### config.mk
export PLATFORM = sky130hd
export DESIGN_NAME = njp_uio_arbiter
export DESIGN_NICKNAME = d
export VERILOG_FILES = /design/src/rtl/njp_uio_arbiter.sv
export SDC_FILE = /design/constraint.sdc
export NUM_CORES = 1
export LEC_CHECK = 0
export CAP_MARGIN = 40
export CELL_PAD_IN_SITES_DETAIL_PLACEMENT = 1
export CELL_PAD_IN_SITES_GLOBAL_PLACEMENT = 2
export CORE_MARGIN = 3
export CORE_UTILIZATION = 25
export DETAILED_ROUTE_END_ITERATION = 8
export PLACE_DENSITY_LB_ADDON = 0.1
export SLEW_MARGIN = 10
export SYNTH_ARGS = -nofsm -noshare
export SYNTH_HDL_FRONTEND = slang
export SYNTH_SLANG_ARGS = --single-unit
### constraint.sdc
create_clock -name clk -period 2.55 [get_ports clk]
set_input_delay 0.6375 -clock clk [delete_from_list [all_inputs] [get_ports clk]]
set_output_delay 0.6375 -clock clk [all_outputs]
set_load 0.02 [all_outputs]
### src/rtl/njp_uio_arbiter.sv
// njp_uio_arbiter: round-robin owner of the tile's 8-bit uio pad bus for two requesters,
// with registered pad drive/sampling and a turnaround gap. Forced release: define NJP_ARB_TIMEOUT_EN.
module njp_uio_arbiter #(
  parameter int HOLD_MAX = 15,
  parameter int TURN_CYC = 1
) (
  input  logic       clk,
  input  logic       rst_n,
  input  logic       ena,
  input  logic [1:0] req_i,
  input  logic [1:0] last_i,
  input  logic [1:0] dir_i,
  input  logic [7:0] wdata0_i,
  input  logic [7:0] wdata1_i,
  input  logic [7:0] uio_in,
  output logic [7:0] uio_out,
  output logic [7:0] uio_oe,
  output logic [1:0] gnt_o,
  output logic [7:0] rdata_o,
  output logic [1:0] rvalid_o,
  output logic       busy_o,
  output logic       timeout_o
);

  localparam int TW = (TURN_CYC > 1) ? $clog2(TURN_CYC) : 1;

  if (HOLD_MAX < 1) begin : g_bad_hold_max
    $error("HOLD_MAX must be >= 1");
  end

  typedef enum logic [1:0] {S_IDLE, S_OWN, S_TURN} state_t;

  state_t          r_state;
  logic            r_owner;
  logic            r_ptr;
  logic [TW-1:0]   r_turn_cnt;
  logic [1:0]      r_gnt;
  logic [7:0]      r_uio_out;
  logic [7:0]      r_uio_oe;
  logic [7:0]      r_rdata;
  logic [1:0]      r_rvalid;

  logic            w_winner;
  logic            w_own_req;
  logic            w_own_last;
  logic            w_own_dir;
  logic [7:0]      w_own_wdata;
  logic            w_forced;
  logic            w_exit;

  // Contention goes to the pointer; a lone requester wins outright.
  assign w_winner    = (req_i == 2'b11) ? r_ptr : req_i[1];
  assign w_own_req   = req_i[r_owner];
  assign w_own_last  = last_i[r_owner];
  assign w_own_dir   = dir_i[r_owner];
  assign w_own_wdata = r_owner ? wdata1_i : wdata0_i;

`ifdef NJP_ARB_TIMEOUT_EN
  localparam int HCW = $clog2(HOLD_MAX + 1);
  logic [HCW-1:0] r_hold_cnt;
  logic           r_timeout;
  // Fires on the OWN cycle whose count is about to reach HOLD_MAX, so the grant lasts HOLD_MAX cycles.
  assign w_forced  = (r_hold_cnt == HCW'(HOLD_MAX - 1)) && w_own_req && !w_own_last;
  assign timeout_o = r_timeout;
`else
  assign w_forced  = 1'b0;
  assign timeout_o = 1'b0;
`endif

  assign w_exit = w_own_last | ~w_own_req | w_forced;

  // NOTE: every state bit, ptr included, is cleared asynchronously; there is no storage array here
  // that could be left unreset. ena-low differs only in keeping ptr, so fairness survives a disable.
  always_ff @(posedge clk or negedge rst_n) begin
    if (!rst_n) begin
      r_state    <= S_IDLE;
      r_owner    <= 1'b0;
      r_ptr      <= 1'b0;
      r_turn_cnt <= '0;
      r_gnt      <= '0;
      r_uio_out  <= '0;
      r_uio_oe   <= '0;
      r_rdata    <= '0;
      r_rvalid   <= '0;
`ifdef NJP_ARB_TIMEOUT_EN
      r_hold_cnt <= '0;
      r_timeout  <= 1'b0;
`endif
    end else if (!ena) begin
      r_state    <= S_IDLE;
      r_owner    <= 1'b0;
      r_turn_cnt <= '0;
      r_gnt      <= '0;
      r_uio_out  <= '0;
      r_uio_oe   <= '0;
      r_rdata    <= '0;
      r_rvalid   <= '0;
`ifdef NJP_ARB_TIMEOUT_EN
      r_hold_cnt <= '0;
      r_timeout  <= 1'b0;
`endif
    end else begin
      // NOTE: non-blocking assignments throughout so every register samples pre-edge values.
      r_rvalid <= '0;
`ifdef NJP_ARB_TIMEOUT_EN
      r_timeout <= 1'b0;
`endif
      case (r_state)
        S_IDLE: begin
          if (|req_i) begin
            r_owner <= w_winner;
            r_gnt   <= w_winner ? 2'b10 : 2'b01;
            r_state <= S_OWN;
`ifdef NJP_ARB_TIMEOUT_EN
            r_hold_cnt <= '0;
`endif
          end
        end
        S_OWN: begin
          // The final beat is still registered to the pads and sampled.
          r_uio_out <= w_own_wdata;
          r_rdata   <= uio_in;
`ifdef NJP_ARB_TIMEOUT_EN
          if (r_hold_cnt != HCW'(HOLD_MAX)) r_hold_cnt <= r_hold_cnt + 1'b1;
`endif
          if (w_exit) begin
            r_gnt      <= '0;
            r_uio_oe   <= '0;
            r_ptr      <= ~r_owner;
            r_turn_cnt <= '0;
            r_state    <= (TURN_CYC > 0) ? S_TURN : S_IDLE;
`ifdef NJP_ARB_TIMEOUT_EN
            r_timeout  <= w_forced;
`endif
          end else begin
            r_uio_oe          <= w_own_dir ? 8'hFF : 8'h00;
            r_rvalid[r_owner] <= ~w_own_dir;
          end
        end
        S_TURN: begin
          if (r_turn_cnt == TW'(TURN_CYC - 1)) r_state <= S_IDLE;
          else                                  r_turn_cnt <= r_turn_cnt + 1'b1;
        end
        default: r_state <= S_IDLE;
      endcase
    end
  end

  assign uio_out  = r_uio_out;
  assign uio_oe   = r_uio_oe;
  assign gnt_o    = r_gnt;
  assign rdata_o  = r_rdata;
  assign rvalid_o = r_rvalid;
  assign busy_o   = (r_state != S_IDLE);

endmodule

==> summary.md <==
| Metric | Value |
|---|---|
| Status | `finished clean` |
| # hold bufs at CTS | `0` |
| # fillers | `486` |
| Register area | `626 sq um` |
| H-tree Lvls | `1` |
| CP max stage cell | `clkdlybuf4s50_1` |
| Global-route wire length before repair | `5270 microns` |
| Max cap viols | `0` |
| CP Cell Sequence | `nor2_1 > inv_1 > clkdlybuf4s50_1` |
| DP Wirelength | `2470 microns` |
| Delay-heaviest family, CP | `buffers and inverters` |
| Routed vias/inst | `4.80` |
| CTS root buf | `clkbuf_8` |
| Die ar. | `0.00571 sq mm` |
| Setup Fix Bufs, Post-CTS | `0` |
| Row count | `24` |
| Req. time, crit path | `1.91 ns` |
| Bufs and invs on worst path | `2` |
| Antenna-violating nets left | `0` |
| Worst-Skew Late Latency | `0.27 ns` |
| Leak Pwr | `0.000754 uW` |
| DRT Pass-1 Iters | `4` |
| VDD IR-drop max | `0.000318 V` |
| Starting DRT DRC Count | `39` |
| CP Launch Type | `register` |
| Post-cts resize count | `0` |
| Crit-path max FO | `6` |
| PD cells | `526 mW/mm^2` |
| Die width | `75.6 microns` |
| Critical Path Max Stage Delay | `0.54 ns` |
| Multi-input logic area | `459 sq um` |
| Syn nets | `128` |
| Worst min path class | `reg2reg` |
| Wire per inst | `16.3 microns` |
| DRC viols | `0` |
| Achievable clock frequency | `0.433 GHz` |
| Mapped Cells | `95` |
| Max Slew Vio Count | `0` |
| Layout cells sized above 1 | `0.0811` |
| CTS Buffer Depth | `2` |
| Die Y | `75.6 microns` |
| Post-synthesis cell area | `0.00121 sq mm` |
| Setup violators final | `0` |
| Port Buffers | `61` |
| Number of CTS-inserted buffers | `3` |
| Count of cell types in the netlist | `27` |
| Final hold vios | `0` |
| Vias in the first global route | `1077` |
| CTS clk-pin slew, worst paths | `0.09 ns` |
| Detailed Route WL | `3260 microns` |
| RSZ-0062 raised after global routing | `false` |
| Seq/Total Area, Yosys | `0.517` |
| Worst Max-Slew Pin Slew | `0.715 ns` |
| Rel. slew slack | `0.524` |
| Pin count of the biggest net entering global routing | `26` |
| Post-Route Setup TNS | `0 ns` |
| Cell Area, Placed | `0.00179 sq mm` |
| Clk sink count | `25` |
| Area grow syn2layout | `51.8%` |
| Final instance area | `0.00184 sq mm` |
| CP arrival | `1.67 ns` |
| All-Layer GR Usage | `0.124` |
| Crit Path Category | `reg2out` |
| #FFs+latches synth | `25` |
| Warnings, synthesis | `0` |
| Fin crit period | `2.31 ns` |
| Antenna Cells | `0` |
| CTS tree | `yes` |
| Setup crit end kind | `primary output` |
| I/O Pins | `63` |
| Total Nets Final | `182` |
| Routability-driven placement congestion ratio | `0.734` |
| Period utilisation layout | `0.906` |
| Via count | `960` |
| Initial antenna violation count | `0` |
| Syn Area/Cell | `12.7 sq um` |
| Remaining Overflow, GRT | `0` |
| Initial core utilization | `0.269` |
| Core area | `0.00450 sq mm` |
| Max Clock Skew | `0.00172 ns` |
path summary, 6_finish.rpt:
kind	cells after the start	start	slack [ns]	to
worst max register to register	3	r_owner$_DFFE_PN0P_	1.03	gnt_o[0]$_DFFE_PN0P_
worst min-delay path	1	uio_out[3]$_DFFE_PN0P_	0.50	uio_out[3]$_DFFE_PN0P_
max in group asynchronous	2	rst_n	1.57	r_owner$_DFFE_PN0P_
min in group asynchronous	2	rst_n	0.73	gnt_o[1]$_DFFE_PN0P_
worst min register to register	1	uio_out[3]$_DFFE_PN0P_	0.50	uio_out[3]$_DFFE_PN0P_
worst max-delay path	3	r_state[0]$_DFFE_PN0P_	0.24	busy_o
synthesized netlist by cell type:
master	instances	share of area
dfrtp_1	25	0.52
buf_4	10	0.062
mux2i_1	10	0.083
o2bb2ai_1	9	0.065
a22o_1	8	0.058
inv_1	6	0.019
o211ai_1	5	0.031
buf_6	2	0.019
nor3_1	2	0.0083
a21boi_0	1	0.0062
a21boi_4	1	0.016
and3_1	1	0.0052
and3b_1	1	0.0072
and3b_4	1	0.010
buf_2	1	0.0041
conb_1	1	0.0031
nand2_1	1	0.0031
nand2b_1	1	0.0052
nand3b_2	1	0.0093
nand4_1	1	0.0052
nor2_1	1	0.0031
nor3_2	1	0.0083
nor3b_2	1	0.010
nor3b_4	1	0.016
o2111ai_1	1	0.0072
o21a_1	1	0.0062
o21ai_4	1	0.013
flip-flops by register name (all words and copies together) (netlist names):
name	cells
gnt_o	2
r_owner	1
r_ptr	1
r_state	2
rdata_o	8
rvalid_o	2
uio_oe	1
uio_out	8
routing by layer:
| metal | vias up | part of all wire | global-route usage |
|---|---|---|---|
| met1 | 479 | 0.43 | 0.157 |
| met3 | 2 | 0.071 | 0.0488 |
| met4 | 0 | 0.0071 | 0.0291 |
| met2 | 35 | 0.49 | 0.200 |
| met5 | - | 0 | 0 |
| li1 | 444 | - | - |
cell families (layout without fill, tap and decap cells):
family	count (synthesis)	count (layout)	share of synthesized area
AOI/OAI and AO/OA	27	27	0.203
DFF	25	25	0.517
muxes	10	10	0.0827
and+or+nand+nor	13	13	0.0910
other	1	1	0.00310
buffers and inverters	19	72	0.103
power by group:
| group | leakage [uW] | total, uW | switching [uW] | internal (uW) |
|---|---|---|---|---|
| Combinational | 0.000393 | 265 | 122 | 144 |
| Sequential | 0.000335 | 467 | 36.1 | 431 |
| Clock | 0.0000255 | 234 | 125 | 109 |
| Total | 0.000754 | 966 | 283 | 684 |
per-stage QoR:
step                cells  hold slack (ns)   util  power, uW  setup WS [ns]
floorplan              95            0.342      -        608           1.10
global placement      196            0.475  0.398        742          0.388
detailed placement    196            0.478  0.398        745          0.322
CTS                   200            0.503  0.408        988          0.222
global route          200            0.541  0.408       1030          0.120
finish                200            0.501  0.408        966          0.241
final cells by class:
type                       instances  area share
clock inverter                     1     0.00272
inverter                           6      0.0123
timing repair buffer              62       0.337
sequential                        25       0.341
clock buffer                       3      0.0225
multi-input combinational         51       0.250
tap                               52      0.0354
cell usage in the layout (no fill, tap or decap), types with 2 or more instances in the layout:
cell type,n
clkbuf_8,3
inv_1,6
o2bb2ai_1,9
nor3_1,2
dfrtp_1,25
mux2i_1,10
o211ai_1,5
a22o_1,8
clkdlybuf4s50_1,61
No activity file was read; power rests on OpenSTA's default activity.
